## src/rtl/fir_mac_sequencer.sv

```systemverilog
// fir_mac_sequencer: time-multiplexed FIR engine built around one shared
// signed WIDTH x WIDTH multiplier. For each accepted sample it steps through
// the TAPS coefficient/sample pairs, accumulates the products and emits the
// filter result as a single-cycle out_valid pulse.
// Optional feature macro: FIR_SAT_EN. When it is defined, the result is
// clamped to the 2*WIDTH signed range and out_sat flags the clip. When it is
// undefined, the result wraps and out_sat is tied to 0.
module fir_mac_sequencer #(
    parameter int WIDTH = 16,
    parameter int TAPS  = 8,
    localparam int AW   = $clog2(TAPS),
    localparam int PW   = 2 * WIDTH,
    localparam int ACCW = PW + AW
) (
    input  logic                    clk,
    input  logic                    rst,
    input  logic                    in_valid,
    output logic                    in_ready,
    input  logic signed [WIDTH-1:0] in_data,
    input  logic                    coef_we,
    input  logic [AW-1:0]           coef_addr,
    input  logic signed [WIDTH-1:0] coef_data,
    output logic                    out_valid,
    output logic signed [PW-1:0]    out_data,
    output logic                    out_sat,
    output logic                    busy
);

    typedef enum logic [1:0] {S_IDLE, S_MAC, S_DRAIN, S_DONE} state_t;

    state_t state_reg, state_next;

    logic signed [WIDTH-1:0] coef_reg [TAPS];
    logic signed [WIDTH-1:0] line_reg [TAPS];
    logic [AW-1:0]           wr_ptr_reg;
    logic [AW-1:0]           idx_reg;
    logic signed [ACCW-1:0]  acc_reg;
    logic signed [PW-1:0]    prod_reg;
    logic signed [PW-1:0]    out_data_reg;
    logic                    out_sat_reg;
    logic                    out_valid_reg;

    logic                    idle;
    logic                    accept;
    logic [AW-1:0]           rd_ptr;
    logic signed [PW-1:0]    prod_next;
    logic signed [ACCW-1:0]  acc_sum;
    logic signed [PW-1:0]    res_data;
    logic                    res_sat;

    assign idle      = (state_reg == S_IDLE);
    assign accept    = idle && in_valid;
    assign in_ready  = idle;
    assign busy      = !idle;
    assign out_valid = out_valid_reg;
    assign out_data  = out_data_reg;
    assign out_sat   = out_sat_reg;

    // The delay line index wraps naturally because TAPS is a power of two.
    assign rd_ptr    = wr_ptr_reg - idx_reg;
    assign prod_next = PW'(coef_reg[idx_reg]) * PW'(line_reg[rd_ptr]);
    assign acc_sum   = acc_reg + ACCW'(prod_reg);

    generate
        for (genvar gi = 0; gi < TAPS; gi++) begin : g_tap
            // Per-tap coefficient register; writes land only while idle.
            always_ff @(posedge clk or posedge rst) begin
                if (rst) begin
                    coef_reg[gi] <= '0;
                end else if (coef_we && idle && coef_addr == AW'(gi)) begin
                    coef_reg[gi] <= coef_data;
                end
            end

            // Per-tap delay-line entry; the accepted sample goes to wr_ptr.
            always_ff @(posedge clk or posedge rst) begin
                if (rst) begin
                    line_reg[gi] <= '0;
                end else if (accept && wr_ptr_reg == AW'(gi)) begin
                    line_reg[gi] <= in_data;
                end
            end
        end
    endgenerate

    // Narrow the final accumulator sum to the 2*WIDTH output.
`ifdef FIR_SAT_EN
    logic ovf;
    always_comb begin
        ovf      = !((&acc_sum[ACCW-1:PW-1]) || !(|acc_sum[ACCW-1:PW-1]));
        res_data = acc_sum[PW-1:0];
        res_sat  = 1'b0;
        if (ovf) begin
            res_sat  = 1'b1;
            res_data = acc_sum[ACCW-1] ? {1'b1, {(PW-1){1'b0}}}
                                       : {1'b0, {(PW-1){1'b1}}};
        end
    end
`else
    always_comb begin
        res_data = acc_sum[PW-1:0];
        res_sat  = 1'b0;
    end
`endif

    // State register.
    always_ff @(posedge clk or posedge rst) begin
        if (rst) begin
            state_reg <= S_IDLE;
        end else begin
            state_reg <= state_next;
        end
    end

    // Next-state logic: IDLE -> MAC (TAPS cycles) -> DRAIN -> DONE -> IDLE.
    always_comb begin
        state_next = state_reg;
        case (state_reg)
            S_IDLE:  if (in_valid) state_next = S_MAC;
            S_MAC:   if (idx_reg == AW'(TAPS - 1)) state_next = S_DRAIN;
            S_DRAIN: state_next = S_DONE;
            S_DONE:  state_next = S_IDLE;
            default: state_next = S_IDLE;
        endcase
    end

    // Datapath: product pipeline, accumulator, result register and pointers.
    // The result is registered on the DRAIN edge, so the out_valid pulse
    // coincides with the DONE cycle.
    always_ff @(posedge clk or posedge rst) begin
        if (rst) begin
            wr_ptr_reg    <= '0;
            idx_reg       <= '0;
            acc_reg       <= '0;
            prod_reg      <= '0;
            out_data_reg  <= '0;
            out_sat_reg   <= 1'b0;
            out_valid_reg <= 1'b0;
        end else begin
            out_valid_reg <= 1'b0;
            case (state_reg)
                S_IDLE: begin
                    if (in_valid) begin
                        acc_reg <= '0;
                        idx_reg <= '0;
                    end
                end
                S_MAC: begin
                    prod_reg <= prod_next;
                    // prod_reg holds nothing useful during the first MAC cycle.
                    if (idx_reg != '0) begin
                        acc_reg <= acc_sum;
                    end
                    idx_reg <= idx_reg + 1'b1;
                end
                S_DRAIN: begin
                    acc_reg       <= acc_sum;
                    out_data_reg  <= res_data;
                    out_sat_reg   <= res_sat;
                    out_valid_reg <= 1'b1;
                end
                S_DONE: begin
                    wr_ptr_reg <= wr_ptr_reg + 1'b1;
                end
                default: ;
            endcase
        end
    end

endmodule

```

## config.mk

```make
export PLATFORM = sky130hd
export DESIGN_NAME = fir_mac_sequencer
export DESIGN_NICKNAME = d
export VERILOG_FILES = /design/src/rtl/fir_mac_sequencer.sv
export SDC_FILE = /design/constraint.sdc
export NUM_CORES = 1
export LEC_CHECK = 0
export CORE_ASPECT_RATIO = 2
export CORE_UTILIZATION = 60
export DETAILED_ROUTE_END_ITERATION = 8
export GPL_ROUTABILITY_DRIVEN = 0
export PLACE_DENSITY = 0.78
export SLEW_MARGIN = 10
export SYNTH_ARGS = -nofsm -noshare
export SYNTH_HDL_FRONTEND = slang
export SYNTH_SLANG_ARGS = --single-unit
```

## constraint.sdc

```tcl
create_clock -name clk -period 13.6 [get_ports clk]
set_clock_uncertainty 0.05 [all_clocks]
set_input_delay 2.72 -clock clk [delete_from_list [all_inputs] [get_ports clk]]
set_output_delay 2.72 -clock clk [all_outputs]
set_load 0.02 [all_outputs]
```

==> results.py, run 1 <==
metrics = {
    "setup_path": {
        "critPathCaptureType": "register",
        "critical-path-slowest-cell": "fa_1",
        "cell_type_with_the_highest_occurrence_count_on_the_critical_path": "fa_1",
        "timing.critical_path.slowest_cell_delay_ns": 0.86,
        "cp_max_fo": 35,
        "cp-start-kind": "register",
        "critical_path_required_ns": 14.04,
        "crit_type": "reg2reg",
        "arrival_ns": 9.53,
    },
    "hold_path": {
        "hold_path_class": "reg2reg",
    },
    "place": {
        "number_of_port_buffers": 73,
        "post-dp-hpwl_um": 48270,
    },
    "timing": {
        "layout_worst_path_cycle_share_pct": 66.85,
        "worst_slew_margin_rel_pct": 22.69,
        "achievable-frequency_mhz": 110.0,
        "final.min_clock_period_ns": 9.091,
        "timing_hold_violations_final": 0,
        "tightestPinTransition_ns": 1.156,
        "slew_violations": 0,
        "setup_tns_ns": 0,
        "setup_repair_after_global_routing_missed_its_margin": "no",
        "setup_viol": 0,
    },
    "floorplanning": {
        "die-height_um": 302.1,
        "initial_util_pct": 60.96,
        "std_cell_rows": 109,
        "die_w_um": 152.1,
        "core_mm2": 0.04432,
        "i_o_pin_count": 75,
        "full_die_area_mm2": 0.04593,
    },
    "clocking": {
        "cts_buffer_depth": 3,
        "clock_tree_from_tritoncts": "yes",
        "postCtsSetupRepairBufs": 0,
        "clock_tree_root": "clkbuf_16",
        "cts_sinks": 361,
        "clock_tree.htree_level_count": 1,
        "worst_skew_pair.late_latency_ns": 0.61,
        "cts_hold_buffers": 0,
        "cts.repair.resized": 0,
        "num_cts_buffers": 31,
        "reg_clk_slew_reported_paths_ns": 0.07,
    },
    "grt": {
        "first_global_vias": 20281,
        "globalRoute.totalOverflow": 0,
        "grt_first_pass_wirelength_um": 104500,
        "antenna_found_initial": 1,
        "gr-usage-all-layers_pct": 29.25,
        "grt_start_max_net_pins": 131,
    },
    "finish": {
        "layout_common_cells": "dfrtp_1 (360), inv_1 (343), mux2_2 (307), fa_1 (264), nand2_1 (204)",
        "finish.net_count": 2845,
        "number_of_fillers_in_the_final_layout": 3309,
        "sequential_cell_area_mm2": 0.009035,
        "multi_input_area_mm2": 0.01634,
        "drive_gt1_share_pct": 19.59,
        "layout.cells.most_common": "dfrtp_1",
        "area.growth.synth_to_final_pct": 8.539,
    },
    "synth": {
        "synth.area.top_cells": "dfrtp_1 (33%), fa_1 (20%), mux2_2 (13%)",
        "post-synth-top-area-fraction_pct": 33.44,
        "post_synth_num_cell_types": 75,
        "async_sr_flop_fraction_pct": 100.0,
        "synth_top_area_cell": "dfrtp_1",
        "synth-warning-count": 0,
        "ys_seq_area_share_pct": 33.44,
        "postSynthAreaPerCell_um2": 11.40,
        "synth_nets": 2801,
        "number_of_flip_flops_and_latches_in_the_synthesized_netlist": 361,
        "synth-edff-count": 0,
        "postSynthCellCount": 2370,
        "synthesis.area_mm2": 0.02702,
        "ys.flop_type": "dfrtp_1",
    },
    "detailed_routing": {
        "detail_route.wirelength_um": 63920,
        "drc_violation_count_after_routing": 18,
        "drt_pass1_iterations": 7,
        "avgRoutedWirePerCell_um": 21.37,
        "first_iter_violations": 898,
        "drt-vias-per-instance": 6.058,
        "via_count": 18120,
        "final_antenna_net_count": 0,
    },
    "job": {
        "cap_viol_max_count": 0,
    },
    "outcome": {
        "run_status": "complete, but fails checks",
        "failed_checks": "design-rule violations",
    },
}
==> per-stage QoR <==
step	hold WS, ns	instances	setup WS (ns)	cell area, um^2	utilization (%)
finish	0.4282	2991	4.509	29330	66.16
global route	0.4673	2991	4.004	29330	66.16
CTS	0.4359	2990	4.565	29320	66.16
detailed placement	0.4212	2936	4.568	28320	63.88
global placement	0.4060	2936	4.767	28320	63.88
floorplan	0.3953	2370	0.8113	27020	-
==> path summary, 6_finish.rpt <==
path,start,end,slack (ns),cells after the start
min in group asynchronous,rst,prod_reg[28]$_DFFE_PP0P_,2.63,2
worst min register to register,acc_reg[0]$_DFFE_PP0P_,acc_reg[0]$_DFFE_PP0P_,0.43,2
worst min-delay path,acc_reg[0]$_DFFE_PP0P_,acc_reg[0]$_DFFE_PP0P_,0.43,2
worst max-delay path,idx_reg[1]$_DFFE_PP0P_,prod_reg[30]$_DFFE_PP0P_,4.51,25
worst max register to register,idx_reg[1]$_DFFE_PP0P_,prod_reg[30]$_DFFE_PP0P_,4.51,25
max in group asynchronous,rst,line_reg[85]$_DFFE_PP0P_,8.40,4
==> per-layer routing <==
metal	GRT usage (%)	wire [um]	up-vias
met3	4.069	3054	279
li1	-	-	7940
met1	30.07	22060	9296
met2	54.93	34020	605
met5	0	0	-
met4	20.26	4790	0
==> cells in the mapped netlist (35+ instances only) <==
| cell | count |
|---|---|
| dfrtp_1 | 361 |
| inv_1 | 344 |
| mux2_2 | 307 |
| fa_1 | 264 |
| nand2_1 | 204 |
| nor2_1 | 170 |
| ha_1 | 128 |
| mux4_2 | 64 |
| clkbuf_1 | 60 |
| a21oi_1 | 48 |
| xnor2_1 | 45 |
| o21ai_0 | 35 |
==> critical path: cells and delay by family, from the launching register on <==
kind / cells / cell delay (ns)
buffers and inverters: 5 / 1.29
multiplexers: 3 / 1.29
AO/OA/AOI/OAI: 5 / 1.11
AND/OR/NAND/NOR: 1 / 0.14
adder cells (fa/ha/maj): 8 / 4.27
XOR/XNOR: 3 / 0.46
flip-flops: 1 / 0.34
==> cell families (layout without fill, tap and decap cells) <==
| logic type | count (synthesis) | in the layout | share of synthesized area, % |
|---|---|---|---|
| AO/OA/AOI/OAI | 233 | 233 | 6.067 |
| flip-flops | 361 | 361 | 33.44 |
| AND/OR/NAND/NOR | 500 | 500 | 8.155 |
| adder cells (fa/ha/maj) | 392 | 392 | 25.49 |
| multiplexers | 387 | 387 | 18.74 |
| XOR/XNOR | 60 | 60 | 1.945 |
| buffers and inverters | 436 | 501 | 6.155 |
| other | 1 | 2 | 0.01388 |
==> layout make-up <==
| cell class | instances | share of cell area, % |
|---|---|---|
| clock inverters | 7 | 0.3115 |
| multi-input cells | 1573 | 55.70 |
| diodes | 1 | 0.008533 |
| flip-flops and latches | 361 | 30.81 |
| clock buffers | 47 | 3.123 |
| repair buffers | 102 | 3.234 |
| well taps | 555 | 2.368 |
| inverters | 345 | 4.442 |
Power of run 1 is not shown: default switching activity piles up to over one toggle a cycle in this logic, so the estimate is an artifact.
==> inputs of run 2 (changes only) <==
- clock period: 13.6 -> 9.1 ns (I/O delays scaled with it)
==> run 2 against run 1 <==
Net effect:
- the run still ends with design-rule violations left
- final area is 0.92% higher
- non-clock buffer count is 5 higher
- routed wire length grew 2.8%
- clock-buffer cell count is 5 lower
- sequential cell count unchanged
- first-iteration DRC count rose by 1.2%
- die area unchanged
- critical endpoint unchanged
- largest cell class unchanged
- highest routed layer unchanged
==> results.py, run 2 (synthesis results as in run 1) <==
metrics = {
    "timing": {
        "setup_repair_after_global_routing_missed_its_margin": "no",
        "timing_hold_violations_final": 0,
        "layout_worst_path_cycle_share_pct": 96.26,
        "tightestPinTransition_ns": 1.190,
        "slew_violations": 0,
        "worst_slew_margin_rel_pct": 20.42,
        "final.min_clock_period_ns": 8.760,
        "setup_viol": 0,
        "achievable-frequency_mhz": 114.2,
        "setup_tns_ns": 0,
    },
    "setup_path": {
        "cp-start-kind": "register",
        "crit_type": "reg2reg",
        "buf_inv_stages_crit_path": 8,
        "critical-path-slowest-cell": "nor2_1",
        "cp_max_fo": 15,
        "timing.critical_path.slowest_cell_delay_ns": 0.56,
        "cell_type_with_the_highest_occurrence_count_on_the_critical_path": "inv_1",
        "critical_path_required_ns": 9.48,
        "critPathTopFamily": "adder cells",
        "critPathCaptureType": "register",
        "arrival_ns": 9.14,
    },
    "grt": {
        "antenna_found_initial": 1,
        "gr-usage-all-layers_pct": 30.12,
        "first_global_vias": 20459,
        "grt_start_max_net_pins": 192,
        "globalRoute.totalOverflow": 0,
        "grt_first_pass_wirelength_um": 106300,
    },
    "detailed_routing": {
        "first_iter_violations": 909,
        "drt-vias-per-instance": 6.034,
        "detail_route.wirelength_um": 65710,
        "final_antenna_net_count": 0,
        "via_count": 18108,
        "drc_violation_count_after_routing": 24,
        "avgRoutedWirePerCell_um": 21.90,
        "drt_pass1_iterations": 7,
    },
    "floorplanning": {
        "i_o_pin_count": 75,
        "full_die_area_mm2": 0.04593,
        "std_cell_rows": 109,
        "die_w_um": 152.1,
        "die-height_um": 302.1,
        "initial_util_pct": 60.96,
        "core_mm2": 0.04432,
    },
    "place": {
        "post-dp-hpwl_um": 49550,
        "number_of_port_buffers": 73,
        "placement.cell_area_mm2": 0.02837,
        "post-place-cells": 2941,
    },
    "outcome": {
        "failed_checks": "design-rule violations",
        "run_status": "complete, but fails checks",
    },
    "finish": {
        "post-route-cell-area_mm2": 0.02959,
        "drive_gt1_share_pct": 20.08,
        "sequential_cell_area_mm2": 0.009035,
        "layout_common_cells": "dfrtp_1 (360), inv_1 (343), mux2_2 (307), fa_1 (264), nand2_1 (204)",
        "finish.net_count": 2854,
        "count_of_non_filler_cells_in_the_finished_layout": 3001,
        "layout.cells.most_common": "dfrtp_1",
        "area.growth.synth_to_final_pct": 9.535,
        "number_of_fillers_in_the_final_layout": 3265,
        "multi_input_area_mm2": 0.01635,
    },
    "clocking": {
        "clock_tree_from_tritoncts": "yes",
        "cts_hold_buffers": 0,
        "clock_tree.htree_level_count": 2,
        "num_cts_buffers": 35,
        "worst_skew_pair.late_latency_ns": 0.57,
        "cts_buffer_depth": 3,
        "cts_sinks": 361,
        "reg_clk_slew_reported_paths_ns": 0.07,
        "cts.repair.resized": 0,
        "clock_tree_root": "clkbuf_16",
        "postCtsSetupRepairBufs": 0,
    },
    "hold_path": {
        "hold_path_class": "reg2reg",
    },
    "job": {
        "cap_viol_max_count": 0,
    },
}
[run 2: final timing paths]
check | slack, ns | endpoint | cells after the start | start
max | 0.34 | prod_reg[30]$_DFFE_PP0P_ | 30 | wr_ptr_reg[0]$_DFFE_PP0N_
min | 0.44 | out_data[25]$_DFFE_PP0P_ | 2 | out_data[25]$_DFFE_PP0P_
max reg2reg | 0.34 | prod_reg[30]$_DFFE_PP0P_ | 30 | wr_ptr_reg[0]$_DFFE_PP0N_
min reg2reg | 0.44 | out_data[25]$_DFFE_PP0P_ | 2 | out_data[25]$_DFFE_PP0P_
max in group asynchronous | 5.61 | coef_reg[95]$_DFFE_PP0P_ | 4 | rst
min in group asynchronous | 1.81 | line_reg[7]$_DFFE_PP0P_ | 3 | rst
[run 2: area by class of cell]
class,count,area share (%)
well taps,555,2.346
diodes,1,0.008456
repair buffers,107,3.416
inverters,345,4.388
flip-flops and latches,361,30.53
multi-input cells,1573,55.24
clock inverters,17,0.9259
clock buffers,42,3.150
[run 2: layer usage]
metal / wire [um] / track usage, % / share of wire, % / vias up
li1: - / - / - / 7950
met1: 22120 / 29.90 / 34 / 9283
met2: 35170 / 56.11 / 54 / 590
met3: 3151 / 4.842 / 4.8 / 285
met4: 5273 / 23.28 / 8.0 / 0
met5: 0 / 0 / 0 / -
[run 2: worst reg2reg max path: cells and delay by family, from the launching register on]
kind                     cells  cell delay [ns]
multiplexers                 3             0.91
flip-flops                   1             0.43
AND/OR/NAND/NOR              1             0.56
adder cells (fa/ha/maj)      9             3.58
AO/OA/AOI/OAI                6             1.36
buffers and inverters        8             0.89
XOR/XNOR                     3             0.85
[run 2: stage by stage]
stage	utilization, %	hold slack [ns]	worst slack (ns)
floorplan	-	0.3953	0.7942
global placement	64.02	0.4105	0.4888
detailed placement	64.02	0.4260	0.2812
CTS	66.74	0.4437	0.2102
global route	66.77	0.4631	0.01929
finish	66.77	0.4385	0.3402
Power of run 2 is left out for the same reason.
